==> src/rtl/booth_mul_sequencer_if.sv <==
// Handshake and data bundle between the control unit and the Booth multiplier.
// The control unit is the master: it drives start/operands and reads
// busy/done/hi/lo. The sequencer is the slave.
interface booth_mul_sequencer_if #(
  parameter int WIDTH = 32
);
  logic             start;
  logic [WIDTH-1:0] multiplicand;
  logic [WIDTH-1:0] multiplier;
  logic             busy;
  logic             done;
  logic [WIDTH-1:0] hi;
  logic [WIDTH-1:0] lo;

  modport master (
    output start, multiplicand, multiplier,
    input  busy, done, hi, lo
  );

  modport slave (
    input  start, multiplicand, multiplier,
    output busy, done, hi, lo
  );
endinterface

==> src/rtl/booth_mul_sequencer.sv <==
// Multi-cycle signed Booth multiplier sequencer for the ALU MUL path.
// One Booth step per clock through a shared adder and a {A, Q, q_minus1}
// shift register. IDLE -> RUN -> DONE; all outputs are registered.
// Optional build macro BOOTH_RADIX4_EN selects modified Booth radix-4
// (two multiplier bits per step, WIDTH/2 steps); the default build is radix-2.
module booth_mul_sequencer #(
  parameter int WIDTH = 32,
  parameter int CNT_W = 6
) (
  input  logic                 clock,
  input  logic                 clear_n,
  booth_mul_sequencer_if.slave bus
);

`ifdef BOOTH_RADIX4_EN
  // Two guard bits: A +/- 2M must not overflow the accumulator.
  localparam int AW    = WIDTH + 2;
  localparam int SH    = 2;
  localparam int STEPS = WIDTH / 2;
`else
  // One guard bit: M = -2^(WIDTH-1) can be negated without overflow.
  localparam int AW    = WIDTH + 1;
  localparam int SH    = 1;
  localparam int STEPS = WIDTH;
`endif

  localparam logic [CNT_W-1:0] LAST = CNT_W'(STEPS - 1);

  typedef enum logic [1:0] {
    S_IDLE = 2'd0,
    S_RUN  = 2'd1,
    S_DONE = 2'd2
  } state_t;

  state_t                  state_q, state_d;
  logic signed [AW-1:0]    a_q, a_d;
  logic signed [AW-1:0]    m_q, m_d;
  logic        [WIDTH-1:0] qreg_q, qreg_d;
  logic                    qm1_q, qm1_d;
  logic        [CNT_W-1:0] cnt_q, cnt_d;
  logic                    busy_q, busy_d;
  logic                    done_q, done_d;
  logic        [WIDTH-1:0] hi_q, hi_d;
  logic        [WIDTH-1:0] lo_q, lo_d;

  // One Booth step: recode, add, then arithmetic shift of {A, Q, q_minus1}.
  logic signed [AW-1:0]       sum;
  logic signed [AW+WIDTH:0]   shifted;
  logic signed [AW-1:0]       a_nxt;
  logic        [WIDTH-1:0]    q_nxt;
  logic                       qm1_nxt;

  // Shared adder fed by the Booth recoding of the low multiplier bits.
  always_comb begin
    sum = a_q;
`ifdef BOOTH_RADIX4_EN
    case ({qreg_q[1:0], qm1_q})
      3'b001, 3'b010: sum = a_q + m_q;
      3'b011:         sum = a_q + (m_q <<< 1);
      3'b100:         sum = a_q - (m_q <<< 1);
      3'b101, 3'b110: sum = a_q - m_q;
      default:        sum = a_q;
    endcase
`else
    case ({qreg_q[0], qm1_q})
      2'b10:   sum = a_q - m_q;
      2'b01:   sum = a_q + m_q;
      default: sum = a_q;
    endcase
`endif
    shifted = $signed({sum, qreg_q, qm1_q}) >>> SH;
    a_nxt   = shifted[AW+WIDTH:WIDTH+1];
    q_nxt   = shifted[WIDTH:1];
    qm1_nxt = shifted[0];
  end

  // Next-state and register-update decisions for the sequencer.
  always_comb begin
    state_d = state_q;
    a_d     = a_q;
    m_d     = m_q;
    qreg_d  = qreg_q;
    qm1_d   = qm1_q;
    cnt_d   = cnt_q;
    busy_d  = busy_q;
    done_d  = 1'b0;
    hi_d    = hi_q;
    lo_d    = lo_q;
    case (state_q)
      S_IDLE: begin
        if (bus.start) begin
          state_d = S_RUN;
          a_d     = '0;
          m_d     = {{(AW-WIDTH){bus.multiplicand[WIDTH-1]}}, bus.multiplicand};
          qreg_d  = bus.multiplier;
          qm1_d   = 1'b0;
          cnt_d   = '0;
          busy_d  = 1'b1;
        end
      end
      S_RUN: begin
        a_d    = a_nxt;
        qreg_d = q_nxt;
        qm1_d  = qm1_nxt;
        cnt_d  = cnt_q + CNT_W'(1);
        if (cnt_q == LAST) begin
          state_d = S_DONE;
          hi_d    = a_nxt[WIDTH-1:0];
          lo_d    = q_nxt;
          busy_d  = 1'b0;
          done_d  = 1'b1;
        end
      end
      S_DONE: begin
        state_d = S_IDLE;
      end
      default: begin
        state_d = S_IDLE;
        busy_d  = 1'b0;
      end
    endcase
  end

  // State and datapath registers; clear_n wipes everything, including hi/lo.
  always_ff @(posedge clock) begin
    if (!clear_n) begin
      state_q <= S_IDLE;
      a_q     <= '0;
      m_q     <= '0;
      qreg_q  <= '0;
      qm1_q   <= 1'b0;
      cnt_q   <= '0;
      busy_q  <= 1'b0;
      done_q  <= 1'b0;
      hi_q    <= '0;
      lo_q    <= '0;
    end else begin
      state_q <= state_d;
      a_q     <= a_d;
      m_q     <= m_d;
      qreg_q  <= qreg_d;
      qm1_q   <= qm1_d;
      cnt_q   <= cnt_d;
      busy_q  <= busy_d;
      done_q  <= done_d;
      hi_q    <= hi_d;
      lo_q    <= lo_d;
    end
  end

  assign bus.busy = busy_q;
  assign bus.done = done_q;
  assign bus.hi   = hi_q;
  assign bus.lo   = lo_q;

endmodule

==> src/flat_wrapper.sv <==
// flat-port wrapper written by rule: the top's interface ports become plain ports
module booth_mul_sequencer_flat 
#(
  parameter int WIDTH = 32,
  parameter int CNT_W = 6
)
  (clock, clear_n, bus_start, bus_multiplicand, bus_multiplier, bus_busy, bus_done, bus_hi, bus_lo);
  booth_mul_sequencer_if #(.WIDTH(WIDTH)) bus_i ();
  input  logic clock;
  input  logic clear_n;
  input wire logic [$bits(bus_i.start)-1:0] bus_start;
  input wire logic [$bits(bus_i.multiplicand)-1:0] bus_multiplicand;
  input wire logic [$bits(bus_i.multiplier)-1:0] bus_multiplier;
  output wire logic [$bits(bus_i.busy)-1:0] bus_busy;
  output wire logic [$bits(bus_i.done)-1:0] bus_done;
  output wire logic [$bits(bus_i.hi)-1:0] bus_hi;
  output wire logic [$bits(bus_i.lo)-1:0] bus_lo;
  assign bus_i.start = bus_start;
  assign bus_i.multiplicand = bus_multiplicand;
  assign bus_i.multiplier = bus_multiplier;
  assign bus_busy = bus_i.busy;
  assign bus_done = bus_i.done;
  assign bus_hi = bus_i.hi;
  assign bus_lo = bus_i.lo;
  booth_mul_sequencer #(.WIDTH(WIDTH), .CNT_W(CNT_W)) u_core (.clock(clock), .clear_n(clear_n), .bus(bus_i));
endmodule
==> config.mk <==
export PLATFORM = sky130hd
export DESIGN_NAME = booth_mul_sequencer_flat
export DESIGN_NICKNAME = d
export VERILOG_FILES = /design/src/rtl/booth_mul_sequencer_if.sv /design/src/rtl/booth_mul_sequencer.sv /design/src/flat_wrapper.sv
export SDC_FILE = /design/constraint.sdc
export NUM_CORES = 1
export LEC_CHECK = 0
export ABC_AREA = 1
export CORE_AREA = 2 2 141 129
export DETAILED_ROUTE_END_ITERATION = 7
export DIE_AREA = 0 0 143 131
export GPL_TIMING_DRIVEN = 0
export PLACE_DENSITY = 0.81
export SLEW_MARGIN = 5
export SYNTH_ARGS = -nofsm -noshare
export SYNTH_HDL_FRONTEND = slang
export SYNTH_SLANG_ARGS = --single-unit
==> constraint.sdc <==
create_clock -name clock -period 3.8 [get_ports clock]
set_clock_uncertainty 0.05 [all_clocks]
set_input_delay 1.14 -clock clock [delete_from_list [all_inputs] [get_ports clock]]
set_output_delay 1.14 -clock clock [all_outputs]
set_load 0.02 [all_outputs]
* After elaboration in Yosys (flattened, before gate mapping)
Cells that the tools add are included. W data, S select, Z words.
Storage, ports and cells: flip-flop bits (word level) 172, bits of input ports 67, logic and storage cells 45
Cells by class: add/sub/neg operators 3, equality and inequality tests 7, mux-type cells 16, bitwise operators 1, reduce and logical (&&, ||, !) cells 8
Operators by type and width (number):
- $pmux W33 S2 | 2
- $pmux W32 S2 | 1
- $add A33 B32 Y33 | 1
- $mux W33 | 1
- $sub A33 B32 Y33 | 1
- $mux W32 | 1
- $pmux W6 S2 | 1
- $reduce_and A2 Y1 | 5
- $add A6 B1 Y6 const B | 1
- $eq A6 B5 Y1 const B | 1
- $mux W6 | 1
- $eq A2 B1 Y1 const B | 2
- $eq A2 B2 Y1 const B | 2
- $mux W1 | 4
- $mux W2 | 2
- $pmux W2 S2 | 1
- $pmux W1 S3 | 1
- $reduce_and A3 Y1 | 1
- $logic_not A2 Y1 | 1
- $ne A2 B1 Y1 const B | 1
- $ne A2 B2 Y1 const B | 1
- $pmux W1 S2 | 1
- $reduce_bool A2 Y1 | 1
- $not A1 Y1 | 1

* Logic depth before layout (Yosys ltp)
Gate-level depths: netlist of run 1.
word-level depth 3, depth in mapped cells 25, depth with buffers taken out 25

* Worst setup path after synthesis of run 1
OpenSTA, ideal clock, no wires.
kind register to register, from reg u_core.m_q[0], to reg u_core.a_q[30], setup time 132 ps, arrival time 2828 ps, required time 3618 ps, slack 790 ps, stages on the path, launching flop included 20, buffers on the path 0, period minus slack after synthesis 3010 ps, cells stage by stage dfxtp_1 -> inv_1 -> ha_1 -> nand2_1 -> nor3_2 -> nand3_1 -> or3_4 -> o21ai_4 -> o21ai_2 -> xor2_1 -> ha_1 -> nand2_1 -> nor2_1 -> inv_1 -> nor4_1 -> a21oi_1 -> nand3_1 -> nand3_1 -> nand3_1 -> a21oi_1
Between the ends: word-level cells in the longest chain between the ends 3, elaborated cells between the ends (all ways) 4, classes of those cells 2 x add/sub; 2 x mux
RTL lines:
- from (decl) | RTL line booth_mul_sequencer.sv:37 | logic signed [AW-1:0] m_q, m_d;
- from (signal assigned) | RTL line booth_mul_sequencer.sv:140 | m_q <= m_d;
- $add A33 B32 Y33 / $sub A33 B32 Y33 (equally long branches) | RTL line booth_mul_sequencer.sv:67, booth_mul_sequencer.sv:66
- $pmux W33 S2 (*) | RTL line booth_mul_sequencer.sv:65 | case ({qreg_q[0], qm1_q})
- $pmux W33 S2 (*) | RTL line booth_mul_sequencer.sv:89 | case (state_q)
- to (signal assigned) | RTL line booth_mul_sequencer.sv:128 | a_q <= '0;
- to (signal assigned) | RTL line booth_mul_sequencer.sv:139 | a_q <= a_d;
- to (decl) | RTL line booth_mul_sequencer.sv:36 | logic signed [AW-1:0] a_q, a_d;
Every way passes the cells marked *; elsewhere a longest branch is shown, timed or not. A chain may end at the register's enable or synchronous reset.

* Worst setup path in the final report of run 1
from reg u_core.m_q[0], to reg u_core.a_q[27]
Same word-level chain as after synthesis.

==> flow_metrics.env, run 1 <==
export IMPL_status="finished, final reports clean"
export IMPL_total_power_mw=4.91
export IMPL_numPortBuffers=132
export IMPL_initialDrtViolationCount=814
export IMPL_syn_area_per_cell_um2=6.97
export IMPL_drive_above_1_share_pct=11.5
export IMPL_holdWs_ns=0.421
export IMPL_cp_startpoint="u_core.m_q[0]$_SDFFE_PN0P_"
export IMPL_crit_type="flop to flop"
export IMPL_synthSimpleGateAreaFrac_pct=29.2
export IMPL_arrival_ns=3.88
export IMPL_cts_root_buf="clkbuf_16"
export IMPL_max_stage_delay_ns=0.41
export IMPL_maxCapViolations=0
export IMPL_fp_coreArea_mm2=0.0173
export IMPL_yosysSeqAreaShare_pct=35.9
export IMPL_wire_per_inst_um=17.0
export IMPL_fin_crit_sh_pct=95.5
export IMPL_synth_cells=1369
export IMPL_synthMuxAreaShare_pct=0
export IMPL_vdd_ir_drop_max_mv=0.324
export IMPL_path_cells="inv_1 -> ha_2 -> nand2_2 -> nor3_4 -> nand3_2 -> or3_4 -> o21ai_4 -> buf_4 -> xnor2_1 -> ha_1 -> nand2_1 -> nor2_2 -> nand2_1 -> nor4_2 -> nand2_1 -> nand3_1 -> nand3_1 -> nand3_1 -> a21oi_1"
export IMPL_grt_start_max_net_pins=21
export IMPL_globalplace_congestion=0.988
export IMPL_route_detailed_drc=0
export IMPL_ys_seq_elements=171
export IMPL_grt_pass1_wl_um=46800
export IMPL_cp_required_ns=4.05
export IMPL_synth_top_family_by_area="simple AND/OR/NAND/NOR gates"
export IMPL_ys_types=49
export IMPL_max_freq_ghz=0.276
export IMPL_dr_pass1_iters=7
export IMPL_numPlacedInstances=1741
export IMPL_clk_latency_ns=0.45
export IMPL_reg2regPathDepth=19
export IMPL_synth_xor_area_share_pct=3.21
export IMPL_clk_path_buf_depth=2
export IMPL_synth_edff_count=0
export IMPL_ctsHoldBuffers=0
export IMPL_power_density_mw_per_mm2=410
export IMPL_start_util_pct=55.0
export IMPL_grtUsageTotal_pct=32.3
export IMPL_clock_sinks=171
export IMPL_crit_path_end_kind="flop"
export IMPL_p_leak_nw=5.27
export IMPL_rrSetupSlack_ns=0.17
export IMPL_drt_total_wl_um=30300
export IMPL_crit_path_start_kind="flop"
export IMPL_dieArea_mm2=0.0187
export IMPL_die_h_um=131
export IMPL_hold_violations=0
export IMPL_synthArstFlopShare_pct=0
export IMPL_die_w_um=143
export IMPL_final_util_pct=69.2
export IMPL_diodes=0
export IMPL_cp_endpoint="u_core.a_q[27]$_SDFFE_PN0P_"
export IMPL_drtAntennaViolNets=0
export IMPL_synth_compound_area_share_pct=18.3
export IMPL_gr_total_overflow=0
export IMPL_cts_max_level=4
export IMPL_vias=9955
export IMPL_period_needed_ns=3.63
export IMPL_setup_violations=0
export IMPL_antenna_found_initial=0
export IMPL_ioPinCount=133
export IMPL_vias_per_cell=5.59
export IMPL_syn_cell_area_mm2=0.00954
export IMPL_synthFlopType="dfxtp_1"
export IMPL_ys_warn_count=0
export IMPL_final_common_cell="nand2_1"
export IMPL_nNetsFinal=1630
export IMPL_cts_buffers=17
export IMPL_path_clk_slew_ns=0.08
export IMPL_tritoncts="built"
export IMPL_finalNonFillerCells=1780
export IMPL_tightest_slew_ns=0.814
export IMPL_hold_path_class="flop to flop"
export IMPL_rows=46
export IMPL_dp_hpwl_um=23000
export IMPL_grt_pass1_vias=9369
export IMPL_regToRegStartpoint="u_core.m_q[0]$_SDFFE_PN0P_"
export IMPL_synthAdderAreaFrac_pct=4.80
export IMPL_slew_violations=0
export IMPL_most_common_layout_cells="305 x nand2_1, 170 x dfxtp_1, 141 x nand3_1, 132 x clkdlybuf4s50_1, 131 x inv_1"
export IMPL_syn_num_nets=1472
export IMPL_areaGrowthSynthToFinish_pct=25.7
export IMPL_rr_endpoint="u_core.a_q[27]$_SDFFE_PN0P_"
export IMPL_worstPathMaxFanout=5
export IMPL_crit_slowest_cell="or3_4"
export IMPL_relSlewSlack_pct=45.8
==> per-stage QoR <==
step                      TNS [ns]  setup slack [ns]  instance area [µm²]
after global placement           0             0.109                11200
after CTS                        0           0.00598                11800
final                            0             0.171                12000
after floorplan                  0             0.790                 9540
after global routing       -0.0455           -0.0422                12000
after detailed placement         0            0.0195                11200
==> layout make-up <==
class | instances | area, µm²
buffer | 63 | 289
fill | 1484 | 5340
clock buffer | 17 | 425
tap | 240 | 300
timing repair buffer | 139 | 1390
inverter | 142 | 539
sequential | 171 | 3420
clock inverter | 15 | 185
multi-input combinational | 993 | 5440
==> cells by family (layout without fill, tap and decap cells) <==
group / Yosys count / after routing
simple gates: 646 / 646
compound gates: 276 / 276
buf+inv: 205 / 376
flops: 171 / 171
fa+ha+maj: 36 / 36
xor+xnor: 35 / 35
==> routing by layer <==
layer | global-route usage (%) | vias up | share of wire, %
met5 | 0 | - | 0
met4 | 14.9 | 0 | 4.1
met3 | 5.69 | 80 | 7.2
met2 | 51.1 | 421 | 45
met1 | 43.3 | 4593 | 44
li1 | - | 4861 | -
==> cells in the mapped netlist (5+ instances only) <==
cell        n  area, µm²
inv_1     132        495
nor3_1     10       50.1
o22ai_1     5       31.3
ha_1       35        438
dfxtp_1   171       3420
or2_2      19        119
a21o_1      5       37.5
o21ai_2    43        377
clkbuf_1   28        105
o221ai_1   15        131
a21oi_1    94        470
xor2_1     23        201
a31oi_1     5       31.3
o21ai_0    71        355
inv_2       8       30.0
buf_1      21       78.8
o21bai_1    5       37.5
buf_2       8       40.0
o211ai_1    7       52.6
a221oi_1   12        105
nand2_1   311       1170
nor4_1      5       31.3
nor2_1    135        507
nand3_1   143        716
xnor2_1    12        105
==> flip-flops by register name, indices dropped and copies added, names as in the netlist <==
signal / count
u_core.m_q: 32
u_core.bus.busy: 1
u_core.bus.done: 1
u_core.bus.lo: 32
u_core.state_q: 2
u_core.cnt_q: 6
u_core.a_q: 32
u_core.qreg_q: 32
u_core.bus.hi: 32
u_core.qm1_q: 1
==> how the worst min path moves through the flow <==
stage / cells past startpoint / to / startpoint
floorplan: 1 / u_core.bus.busy$_SDFFE_PN0P_ / u_core.state_q[0]$_SDFFE_PN0P_
global placement: 2 / u_core.qm1_q$_SDFFE_PN0P_ / u_core.qm1_q$_SDFFE_PN0P_
detailed placement: 2 / u_core.bus.lo[28]$_SDFFE_PN0P_ / u_core.qreg_q[29]$_SDFFE_PN0P_
CTS: 1 / u_core.bus.busy$_SDFFE_PN0P_ / u_core.state_q[0]$_SDFFE_PN0P_
global route: 1 / u_core.bus.busy$_SDFFE_PN0P_ / u_core.state_q[0]$_SDFFE_PN0P_
finish: 1 / u_core.bus.busy$_SDFFE_PN0P_ / u_core.state_q[0]$_SDFFE_PN0P_
==> where the power goes <==
group          switching (mW)  internal (mW)  leakage [nW]
registers              0.0586           1.86          1.39
logic                   0.776          0.413          3.59
clock network           0.900          0.902         0.294
total                    1.73           3.17          5.27
==> worst max-delay path, delay by kind of cell (launching register included) <==
| kind | cells | cell delay, ns |
|---|---|---|
| XOR/XNOR | 1 | 0.07 |
| adder cells (fa/ha/maj) | 2 | 0.56 |
| buffers and inverters | 2 | 0.24 |
| AO/OA/AOI/OAI | 2 | 0.28 |
| AND/OR/NAND/NOR | 12 | 1.94 |
| flip-flops | 1 | 0.35 |
==> repair_timing <==
item,CTS,global route
resized for setup,0,43
hold endpoints to repair,0,0
endpoints found under the setup margin,0,48
buffers inserted,0,7
(Power assumes the default switching activity.)
==> inputs of run 2 (changes only) <==
--- a/config.mk
+++ b/config.mk
@@ -6,11 +6,10 @@
 export NUM_CORES = 1
 export LEC_CHECK = 0
 export ABC_AREA = 1
-export CORE_AREA = 2 2 141 129
+export CORE_AREA = 2 2 166 152
 export DETAILED_ROUTE_END_ITERATION = 7
-export DIE_AREA = 0 0 143 131
+export DIE_AREA = 0 0 168 154
 export GPL_TIMING_DRIVEN = 0
-export PLACE_DENSITY = 0.81
 export SLEW_MARGIN = 5
 export SYNTH_ARGS = -nofsm -noshare
 export SYNTH_HDL_FRONTEND = slang
==> run 2 against run 1 <==
Against the previous run:
- power decreased by 0.51%
- clock-buffer cell count unchanged
- setup slack improved by 0.055 ns
==> flow_metrics.env, run 2 (synthesis results as in run 1) <==
export IMPL_min_from="u_core.state_q[0]$_SDFFE_PN0P_"
export IMPL_tritoncts="built"
export IMPL_globalplace_congestion=0.942
export IMPL_max_freq_ghz=0.280
export IMPL_numPortBuffers=132
export IMPL_rows=54
export IMPL_areaGrowthSynthToFinish_pct=25.4
export IMPL_cp_required_ns=4.04
export IMPL_switchingPower_mw=1.72
export IMPL_path_clk_slew_ns=0.08
export IMPL_stdcell_area_mm2=0.0120
export IMPL_place_area_mm2=0.0112
export IMPL_antenna_found_initial=0
export IMPL_slew_violations=0
export IMPL_drt_total_wl_um=31100
export IMPL_start_util_pct=39.8
export IMPL_dr_pass1_iters=5
export IMPL_hold_path_class="flop to flop"
export IMPL_hold_depth=1
export IMPL_nNetsFinal=1626
export IMPL_internal_power_mw=3.16
export IMPL_worstPathMaxFanout=5
export IMPL_swShare_pct=35.3
export IMPL_p_seq_share_pct=39.2
export IMPL_route_detailed_drc=0
export IMPL_rr_endpoint="u_core.a_q[31]$_SDFFE_PN0P_"
export IMPL_wire_per_inst_um=16.8
export IMPL_rsz0062_at_grt="true"
export IMPL_tightest_slew_ns=0.864
export IMPL_most_common_layout_cells="307 x nand2_1, 171 x dfxtp_1, 142 x nand3_1, 132 x inv_1, 132 x clkdlybuf4s50_1"
export IMPL_die_w_um=168
export IMPL_fp_coreArea_mm2=0.0240
export IMPL_cts_max_level=4
export IMPL_die_h_um=154
export IMPL_cts_buffers=17
export IMPL_maxCapViolations=0
export IMPL_clk_latency_ns=0.44
export IMPL_worst_hold_path_endpoint="u_core.bus.busy$_SDFFE_PN0P_"
export IMPL_dieArea_mm2=0.0259
export IMPL_regToRegStartpoint="u_core.m_q[0]$_SDFFE_PN0P_"
export IMPL_fin_crit_sh_pct=94.0
export IMPL_fill_cells=2423
export IMPL_clk_path_buf_depth=2
export IMPL_ctsHoldBuffers=0
export IMPL_hold_violations=0
export IMPL_diodes=0
export IMPL_clkPwrFrac_pct=37.1
export IMPL_final_common_cell="nand2_1"
export IMPL_vias=9613
export IMPL_vdd_ir_drop_max_mv=0.250
export IMPL_initialDrtViolationCount=780
export IMPL_ioPinCount=133
export IMPL_grtUsageTotal_pct=24.1
export IMPL_relSlewSlack_pct=42.4
export IMPL_drive_above_1_share_pct=10.2
export IMPL_gr_total_overflow=0
export IMPL_crit_path_end_kind="flop"
export IMPL_crit_path_start_kind="flop"
export IMPL_p_leak_nw=5.24
export IMPL_clock_sinks=171
export IMPL_arrival_ns=3.81
export IMPL_dp_hpwl_um=24200
export IMPL_rrSetupSlack_ns=0.23
export IMPL_crit_type="flop to flop"
export IMPL_grt_pass1_vias=9238
export IMPL_tns_ns=0
export IMPL_power_density_mw_per_mm2=409
export IMPL_cts_root_buf="clkbuf_16"
export IMPL_grt_start_max_net_pins=21
export IMPL_reg2regPathDepth=24
export IMPL_grt_pass1_wl_um=49000
export IMPL_status="finished, final reports clean"
export IMPL_drtAntennaViolNets=0
export IMPL_setup_violations=0
export IMPL_period_needed_ns=3.57
export IMPL_vias_per_cell=5.21
export IMPL_combPwrFrac_pct=23.7
## run 2: power groups by stage
| stage | logic [mW] | registers [mW] | clock network [mW] |
|---|---|---|---|
| final | 1.16 | 1.92 | 1.81 |
| after global routing | 1.30 | 1.92 | 1.91 |
| after CTS | 1.13 | 1.92 | 1.83 |
| after detailed placement | 1.12 | 1.96 | 0 |
| after global placement | 1.11 | 1.96 | 0 |
| after floorplan | 0.795 | 1.94 | 0 |
## run 2: final cells by class
class	count	area (µm²)	area share, %
repair buffers	135	1340	11.2
plain buffers	63	289	2.42
clock inverters	15	195	1.63
inverters	142	539	4.51
multi-input cells	993	5350	44.8
clock buffers	17	425	3.56
flip-flops and latches	171	3420	28.6
well taps	308	385	3.22
## run 2: worst max-delay path, cell delays in order, from the launching register on
cell and delay, ns:
dfxtp_1 0.34, inv_1 0.08, ha_1 0.18, nand2_2 0.08, nor3_2 0.17, nand3_2 0.13
or3_4 0.38, o21ai_4 0.19, o21ai_2 0.09, xor2_1 0.15, ha_1 0.38, nand2_2 0.14
inv_1 0.05, nand2_1 0.05, nand2_1 0.07, nand2_1 0.07, nand2_1 0.08, a21oi_1 0.13
nand2_1 0.08, nand2_1 0.10, nand3_1 0.10, nand2_2 0.14, nand2_1 0.07, nand2_1 0.06
a21oi_1 0.06
## run 2: stage by stage
| stage | hold slack, ns | power, mW | utilization (%) | instances | setup slack [ns] |
|---|---|---|---|---|---|
| after global placement | 0.402 | 3.07 | 46.9 | 1809 | 0.0431 |
| after floorplan | 0.380 | 2.74 | - | 1369 | 0.790 |
| final | 0.412 | 4.88 | 49.8 | 1844 | 0.227 |
| after global routing | 0.425 | 5.14 | 49.8 | 1844 | -0.0674 |
| after CTS | 0.412 | 4.87 | 49.5 | 1841 | 0.0109 |
| after detailed placement | 0.393 | 3.08 | 46.9 | 1809 | 0.0198 |
## run 2: routing by layer
layer | GRT usage (%) | up-vias | share of wire (%)
li1 | - | 4846 | -
met1 | 33.0 | 4445 | 47
met2 | 39.0 | 268 | 45
met3 | 3.14 | 54 | 4.9
met4 | 8.65 | 0 | 3.0
met5 | 0 | - | 0
## run 2: how the worst max path moves through the flow
stage / startpoint / to / slack, ns
3_3_place_gp: u_core.qreg_q[0]$_SDFFE_PN0P_ / u_core.a_q[27]$_SDFFE_PN0P_ / 0.04
4_1_cts: u_core.qreg_q[0]$_SDFFE_PN0P_ / u_core.a_q[27]$_SDFFE_PN0P_ / 0.01
5_1_grt: u_core.m_q[0]$_SDFFE_PN0P_ / u_core.a_q[31]$_SDFFE_PN0P_ / -0.07
2_1_floorplan: u_core.m_q[0]$_SDFFE_PN0P_ / u_core.a_q[30]$_SDFFE_PN0P_ / 0.79
3_5_place_dp: u_core.qreg_q[0]$_SDFFE_PN0P_ / u_core.a_q[27]$_SDFFE_PN0P_ / 0.02
6_report: u_core.m_q[0]$_SDFFE_PN0P_ / u_core.a_q[31]$_SDFFE_PN0P_ / 0.23
## run 2: what timing repair did
action / CTS / global route
gates resized for setup: 0 / 23
endpoints found under the hold margin: 0 / 0
setup buffers: 0 / 3
endpoints found under the setup margin: 0 / 50
